**config.mk**
```make
export PLATFORM = sky130hd
export DESIGN_NAME = mag_sequencer
export DESIGN_NICKNAME = d
export VERILOG_FILES = /design/src/rtl/mag_sequencer.sv
export SDC_FILE = /design/constraint.sdc
export NUM_CORES = 1
export LEC_CHECK = 0
export BUFFER_PORTS_ARGS = -buffer_cell sky130_fd_sc_hd__buf_2
export CORE_ASPECT_RATIO = 0.75
export CORE_MARGIN = 2
export CORE_UTILIZATION = 45
export DETAILED_ROUTE_END_ITERATION = 8
export PLACE_DENSITY = 0.6
export SLEW_MARGIN = 25
export SYNTH_ARGS = -nofsm -noshare
export SYNTH_HDL_FRONTEND = slang
export SYNTH_SLANG_ARGS = --single-unit
```
**constraint.sdc**
```tcl
create_clock -name clk -period 7.1 [get_ports clk]
set_clock_uncertainty 0.2 [all_clocks]
set_input_delay 0.71 -clock clk [delete_from_list [all_inputs] [get_ports clk]]
set_output_delay 0.71 -clock clk [all_outputs]
set_load 0.05 [all_outputs]
```
**src/rtl/mag_sequencer.sv**
```systemverilog
// rtl/mag_sequencer.sv - drive-magnitude sequencer with soft-start slew and hall supervision
//
// Purpose: slews a 12-bit drive magnitude toward target_mag one bounded step per
// PWM period, supervises hall sensors for illegal codes / out-of-order steps /
// stall, and on a fault cuts drive and auto-retries after a holdoff.
//
// Ports:
//   clk        system clock
//   rst_n      asynchronous active-low reset
//   PWM_synch  one-clk pulse per PWM period; gates slewing and hall sampling
//   enable     drive enable; low forces IDLE and clears a fault
//   brake_n    active-low brake; low forces drive off (does not leave FAULT)
//   target_mag requested magnitude, unsigned 12 bits
//   hallGrn/hallYlw/hallBlu  raw asynchronous hall inputs
//   drv_mag    registered drive magnitude
//   fault      high while in FAULT
//   state      IDLE=0, RAMP=1, RUN=2, FAULT=3

module mag_sequencer #(
  parameter int RAMP_STEP     = 16,
  parameter int STALL_PERIODS = 512,
  parameter int RETRY_PERIODS = 2048
) (
  input  logic        clk,
  input  logic        rst_n,
  input  logic        PWM_synch,
  input  logic        enable,
  input  logic        brake_n,
  input  logic [11:0] target_mag,
  input  logic        hallGrn,
  input  logic        hallYlw,
  input  logic        hallBlu,
  output logic [11:0] drv_mag,
  output logic        fault,
  output logic [1:0]  state
);

  typedef enum logic [1:0] {
    IDLE  = 2'd0,
    RAMP  = 2'd1,
    RUN   = 2'd2,
    FAULT = 2'd3
  } state_e;

  localparam int SW = $clog2(STALL_PERIODS + 1);
  localparam int RW = $clog2(RETRY_PERIODS + 1);
  localparam logic [SW-1:0] STALL_MAX = SW'(STALL_PERIODS - 1);
  localparam logic [RW-1:0] RETRY_MAX = RW'(RETRY_PERIODS - 1);
  localparam logic signed [12:0] STEP = 13'(RAMP_STEP);

  state_e        state_q, state_d;
  logic [11:0]   drv_mag_q, drv_mag_d;
  logic          fault_q, fault_d;
  logic [2:0]    hall_s1_q, hall_s2_q;
  logic [2:0]    hall_code_q, hall_code_d;
  logic          hall_vld_q, hall_vld_d;
  logic [SW-1:0] stall_cnt_q, stall_cnt_d;
  logic [RW-1:0] retry_cnt_q, retry_cnt_d;

  logic              drive_active;
  logic [2:0]        hall_new;
  logic              hall_change;
  logic              hall_illegal;
  logic              hall_adjacent;
  logic              hall_bad;
  logic              stall_hit;
  logic signed [12:0] mag_diff;
  logic [11:0]       mag_slew;

  // Forward step through the commutation cycle 101-100-110-010-011-001.
  // Illegal codes map to 000 so they never look adjacent to anything legal.
  function automatic logic [2:0] hall_fwd(input logic [2:0] c);
    case (c)
      3'b101:  hall_fwd = 3'b100;
      3'b100:  hall_fwd = 3'b110;
      3'b110:  hall_fwd = 3'b010;
      3'b010:  hall_fwd = 3'b011;
      3'b011:  hall_fwd = 3'b001;
      3'b001:  hall_fwd = 3'b101;
      default: hall_fwd = 3'b000;
    endcase
  endfunction

  function automatic logic [2:0] hall_rev(input logic [2:0] c);
    case (c)
      3'b101:  hall_rev = 3'b001;
      3'b001:  hall_rev = 3'b011;
      3'b011:  hall_rev = 3'b010;
      3'b010:  hall_rev = 3'b110;
      3'b110:  hall_rev = 3'b100;
      3'b100:  hall_rev = 3'b101;
      default: hall_rev = 3'b000;
    endcase
  endfunction

  assign drive_active  = (state_q == RAMP) || (state_q == RUN);
  assign hall_new      = hall_s2_q;
  assign hall_change   = (hall_new != hall_code_q);
  assign hall_illegal  = (hall_new == 3'b000) || (hall_new == 3'b111);
  assign hall_adjacent = (hall_fwd(hall_code_q) == hall_new) ||
                         (hall_rev(hall_code_q) == hall_new);
  // Out-of-order steps only count once a previous code has been captured.
  assign hall_bad      = PWM_synch &&
                         (hall_illegal || (hall_change && hall_vld_q && !hall_adjacent));
  assign stall_hit     = PWM_synch && !hall_change && (stall_cnt_q == STALL_MAX);

  // Signed 13-bit difference: the clamp below can neither wrap past 0xFFF
  // nor go negative, and lands exactly on the target instead of overshooting.
  always_comb begin
    mag_diff = $signed({1'b0, target_mag}) - $signed({1'b0, drv_mag_q});
    if (mag_diff > STEP) begin
      mag_slew = drv_mag_q + 12'(RAMP_STEP);
    end else if (mag_diff < -STEP) begin
      mag_slew = drv_mag_q - 12'(RAMP_STEP);
    end else begin
      mag_slew = target_mag;
    end
  end

  always_comb begin
    state_d     = state_q;
    drv_mag_d   = drv_mag_q;
    fault_d     = fault_q;
    stall_cnt_d = stall_cnt_q;
    retry_cnt_d = retry_cnt_q;
    hall_code_d = hall_code_q;
    hall_vld_d  = hall_vld_q;

    if (PWM_synch) begin
      hall_code_d = hall_new;
      hall_vld_d  = 1'b1;
    end

    // Outside RAMP/RUN the counter idles at zero, so IDLE->RAMP always starts fresh.
    if (!drive_active) begin
      stall_cnt_d = '0;
    end else if (PWM_synch) begin
      if (hall_change) begin
        stall_cnt_d = '0;
      end else if (stall_cnt_q != STALL_MAX) begin
        stall_cnt_d = stall_cnt_q + SW'(1);
      end
    end

    if (!enable) begin
      state_d   = IDLE;
      drv_mag_d = '0;
      fault_d   = 1'b0;
    end else if (!brake_n && (state_q != FAULT)) begin
      state_d   = IDLE;
      drv_mag_d = '0;
    end else if (drive_active && (hall_bad || stall_hit)) begin
      state_d     = FAULT;
      drv_mag_d   = '0;
      fault_d     = 1'b1;
      retry_cnt_d = '0;
    end else begin
      case (state_q)
        IDLE: begin
          drv_mag_d = '0;
          if (target_mag != 12'd0) begin
            state_d     = RAMP;
            stall_cnt_d = '0;
          end
        end
        RAMP: begin
          if ((target_mag == 12'd0) && (drv_mag_q == 12'd0)) begin
            state_d = IDLE;
          end else if (PWM_synch) begin
            drv_mag_d = mag_slew;
            if ((mag_slew == target_mag) && (target_mag != 12'd0)) begin
              state_d = RUN;
            end
          end
        end
        RUN: begin
          if ((target_mag == 12'd0) && (drv_mag_q == 12'd0)) begin
            state_d = IDLE;
          end else if (PWM_synch) begin
            drv_mag_d = mag_slew;
          end
        end
        FAULT: begin
          drv_mag_d = '0;
          fault_d   = 1'b1;
          if (PWM_synch) begin
            if (retry_cnt_q == RETRY_MAX) begin
              state_d     = IDLE;
              fault_d     = 1'b0;
              retry_cnt_d = '0;
            end else begin
              retry_cnt_d = retry_cnt_q + RW'(1);
            end
          end
        end
        default: begin
          state_d   = IDLE;
          drv_mag_d = '0;
        end
      endcase
    end
  end

  always_ff @(posedge clk or negedge rst_n) begin
    if (!rst_n) begin
      state_q     <= IDLE;
      drv_mag_q   <= '0;
      fault_q     <= 1'b0;
      hall_s1_q   <= '0;
      hall_s2_q   <= '0;
      hall_code_q <= '0;
      hall_vld_q  <= 1'b0;
      stall_cnt_q <= '0;
      retry_cnt_q <= '0;
    end else begin
      state_q     <= state_d;
      drv_mag_q   <= drv_mag_d;
      fault_q     <= fault_d;
      hall_s1_q   <= {hallGrn, hallYlw, hallBlu};
      hall_s2_q   <= hall_s1_q;
      hall_code_q <= hall_code_d;
      hall_vld_q  <= hall_vld_d;
      stall_cnt_q <= stall_cnt_d;
      retry_cnt_q <= retry_cnt_d;
    end
  end

  assign drv_mag = drv_mag_q;
  assign fault   = fault_q;
  assign state   = state_q;

endmodule
```
==> out/qor.txt <==
Clock Power Share = 0.358
Crit. End Element = register
Crit Path Class = reg -> reg
Die height = 85.8 microns
Via count = 3901
Post-synth EDFFs = 0
Main combinational cell family by area after synthesis = compound AO/OA/AOI/OAI gates
Pint = 0.485 mW
Initial Util = 0.469
Pre-CTS setup slack = 2.36 ns
Post-synthesis mux area share = 0.0184
First-pass GRT wire length = 18.0 mm
ANT cells = 0
Final net count = 555
Vias per inst = 6.28
Setup TNS = 0 ns
Final GP Congestion = 0.965
Delay-heaviest family, CP = simple AND/OR/NAND/NOR gates
Setup ws final = 2.27 ns
IO Count = 35
Synth warnings = 0
Netlist cell types = 71
Net Sw Frac = 0.301
Adder-Cell Fraction of Synth Area = 0.0736
Worst-Margin Slew = 0.689 ns
Status = complete, but fails checks
Synthesized net count = 527
Synth Area in XOR/XNOR = 0.0655
Worst-Skew Late Latency = 0.29 ns
Clock Tree Buf Depth = 2
VDD IR max = 0.130 mV
Post-route DRC violation count = 4
Post-cts repair resize count = 0
Die Wd = 113 microns
Pin count of the biggest net entering global routing = 48
Root buffer cell = clkbuf_16
Synth Area per Inst = 8.29 sq um
Clock sinks = 47
Combinational Power Share = 0.224
Period minus WS final = 4.83 ns
Slew HR = 0.538
Total power = 0.694 mW
CP max stage cell = dfrtp_1
Drt pass-1 iters = 7
Setup violators final = 0
Hold Buf Count CTS = 0
FF+latch count, synth = 47
Post-layout util = 0.518
Post-synthesis simple-gate area fraction = 0.253
F_max = 207 MHz
Sequential element share of the synthesized area = 0.293
Mapped Area = 0.00401 sq mm
Largest stage delay, worst path = 0.68 ns
H-tree depth = 2
Cell chain of the critical path = inv_1 > ha_1 > a21oi_4 > o21ai_2 > a2111o_1 > o211ai_2 > or3b_1 > nor4b_4 > o32ai_1 > or4_4 > and3_4 > a311o_1
Core area = 0.00856 sq mm
Switching power total = 0.209 mW
Final hold violations = 0
GR Overflow Total = 0
Area fraction in compound gates after synthesis = 0.258
Main synth FF type = dfrtp_1
1st-iter DRT viols = 298
# rows = 29
Drt total wl = 10.7 mm
Clk slew on worst S/H paths = 0.06 ns
Synth async-reset ratio = 1.00
Failing checks = design-rule violations
Leak = 1.83 nW
CP Launch Type = register
Post-CTS setup buffer count = 0
Critical Path AT = 4.80 ns
Die area = 0.00970 sq mm
Initial antenna violation count = 0
Tcrit/Tclk final = 0.680
Port Buffers = 34
Area Growth Syn to Fin = 10.6%
Average wire per standard cell = 17.3 microns
Pwr per Cell Area = 156 mW/mm^2
Slew Viols, Final = 0
Hold Path Class = reg -> reg
Number of global-route vias before repair = 3564
Routed Antenna Nets = 0
TritonCTS clock tree = yes
Synth Instances = 484
CP Buf/Inv Count = 1
Detailed placement HPWL = 8.19 mm
Crit-path max FO = 16
Number of buffers created by CTS = 5
Layout cells sized above 1 = 0.121
Worst endpoint required time = 7.06 ns
Final hold slack = 0.148 ns
Part of the power in registers = 0.418
Max-cap violations = 0
RSZ-0062 raised after global routing = false
GRT Total Usage = 0.228
-- logic make-up after synthesis --
group,after synthesis
buf+inv,41
fa+ha+maj,23
compound gates,145
flops,47
mux,7
simple gates,191
xor+xnor,30
-- registers in the layout, summed over array words and instances (netlist names) --
| register | count |
|---|---|
| state | 2 |
| fault | 1 |
| hall_vld_q | 1 |
| hall_s1_q | 3 |
| hall_new | 3 |
| stall_cnt_q | 10 |
| hall_code_q | 3 |
| retry_cnt_q | 12 |
| drv_mag | 12 |
-- per-layer routing --
layer / GRT usage / vias up / share of wire
met2: 0.316 / 126 / 0.40
met4: 0.0499 / 0 / 0.012
met5: 0 / - / 0
met1: 0.363 / 1880 / 0.52
li1: - / 1881 / -
met3: 0.0438 / 14 / 0.061
-- final timing paths --
path	from	endpoint	slack, ns	depth (start not counted)
worst max-delay path	drv_mag[6]	state[0]	2.27	12
worst min-delay path	hall_s1_q[1]	hall_new[1]	0.15	0
worst max register to register	drv_mag[6]	state[0]	2.27	12
worst min register to register	hall_s1_q[1]	hall_new[1]	0.15	0
max in group asynchronous	rst_n	retry_cnt_q[1]	5.99	2
min in group asynchronous	rst_n	stall_cnt_q[2]	0.30	2
-- final cells by class --
| class | count | area (sq um) |
|---|---|---|
| well taps | 108 | 135 |
| repair buffers | 36 | 185 |
| inverters | 26 | 97.6 |
| clock buffers | 7 | 153 |
| multi-input cells | 396 | 2680 |
| clock inverters | 1 | 7.51 |
| flip-flops and latches | 47 | 1180 |
| fillers | 834 | 4130 |
-- power groups by stage --
stage / Sequential (mW) / Combinational [mW] / Clock (mW)
after global placement: 0.294 / 0.152 / 0
after detailed placement: 0.295 / 0.153 / 0
after global routing: 0.292 / 0.174 / 0.266
final: 0.290 / 0.156 / 0.249
after floorplan: 0.296 / 0.105 / 0
after CTS: 0.290 / 0.154 / 0.254
-- per-stage QoR --
stage	std cells	cell area (sq um)
floorplan	484	4010
global placement	612	4270
detailed placement	612	4270
CTS	620	4430
global route	621	4440
finish	621	4440
-- synth_stat cells, drive strengths merged, types with 4 or more instances --
cell type,n,share of area
nor3,18,0.022
nand4,12,0.019
nor4,10,0.016
nor2,44,0.041
and2,6,0.0094
a22oi,7,0.013
a211oi,8,0.015
o32ai,6,0.015
xor2,13,0.028
o211ai,7,0.014
nand2b,5,0.0078
inv,26,0.024
a21oi,26,0.036
o21ai,29,0.037
a21o,6,0.011
o21a,5,0.0094
nand2,32,0.030
a31oi,8,0.012
nor3b,4,0.0075
or3,4,0.0062
ha,22,0.069
dfrtp,47,0.29
mux2i,4,0.010
o2111ai,5,0.011
and3,10,0.017
nand3,21,0.026
nor2b,9,0.014
xnor2,17,0.037
o31ai,8,0.015
clkbuf,15,0.014
-- cell usage in the layout (no fill, tap or decap), types with 3 or more instances in the layout --
cell type / n
dfrtp_1: 47
nor2_1: 44
buf_2: 34
nand2_1: 32
o21ai_0: 27
inv_1: 26
a21oi_1: 24
ha_1: 22
nand3_1: 21
nor3_1: 18
xnor2_1: 17
xor2_1: 13
nand4_1: 12
nor4_1: 10
nor2b_1: 9
and3_1: 9
o31ai_1: 8
a31oi_1: 8
a211oi_1: 8
a22oi_1: 7
and2_1: 6
a21o_1: 6
o211ai_1: 6
o2111ai_1: 5
nand2b_1: 5
o21a_1: 5
o32ai_1: 5
clkbuf_16: 5
mux2i_1: 4
or3_1: 4
nor3b_1: 4
a311o_1: 3
mux2_2: 3
or2_2: 3
and4_1: 3
a21boi_0: 3
(Power assumes the default switching activity.)
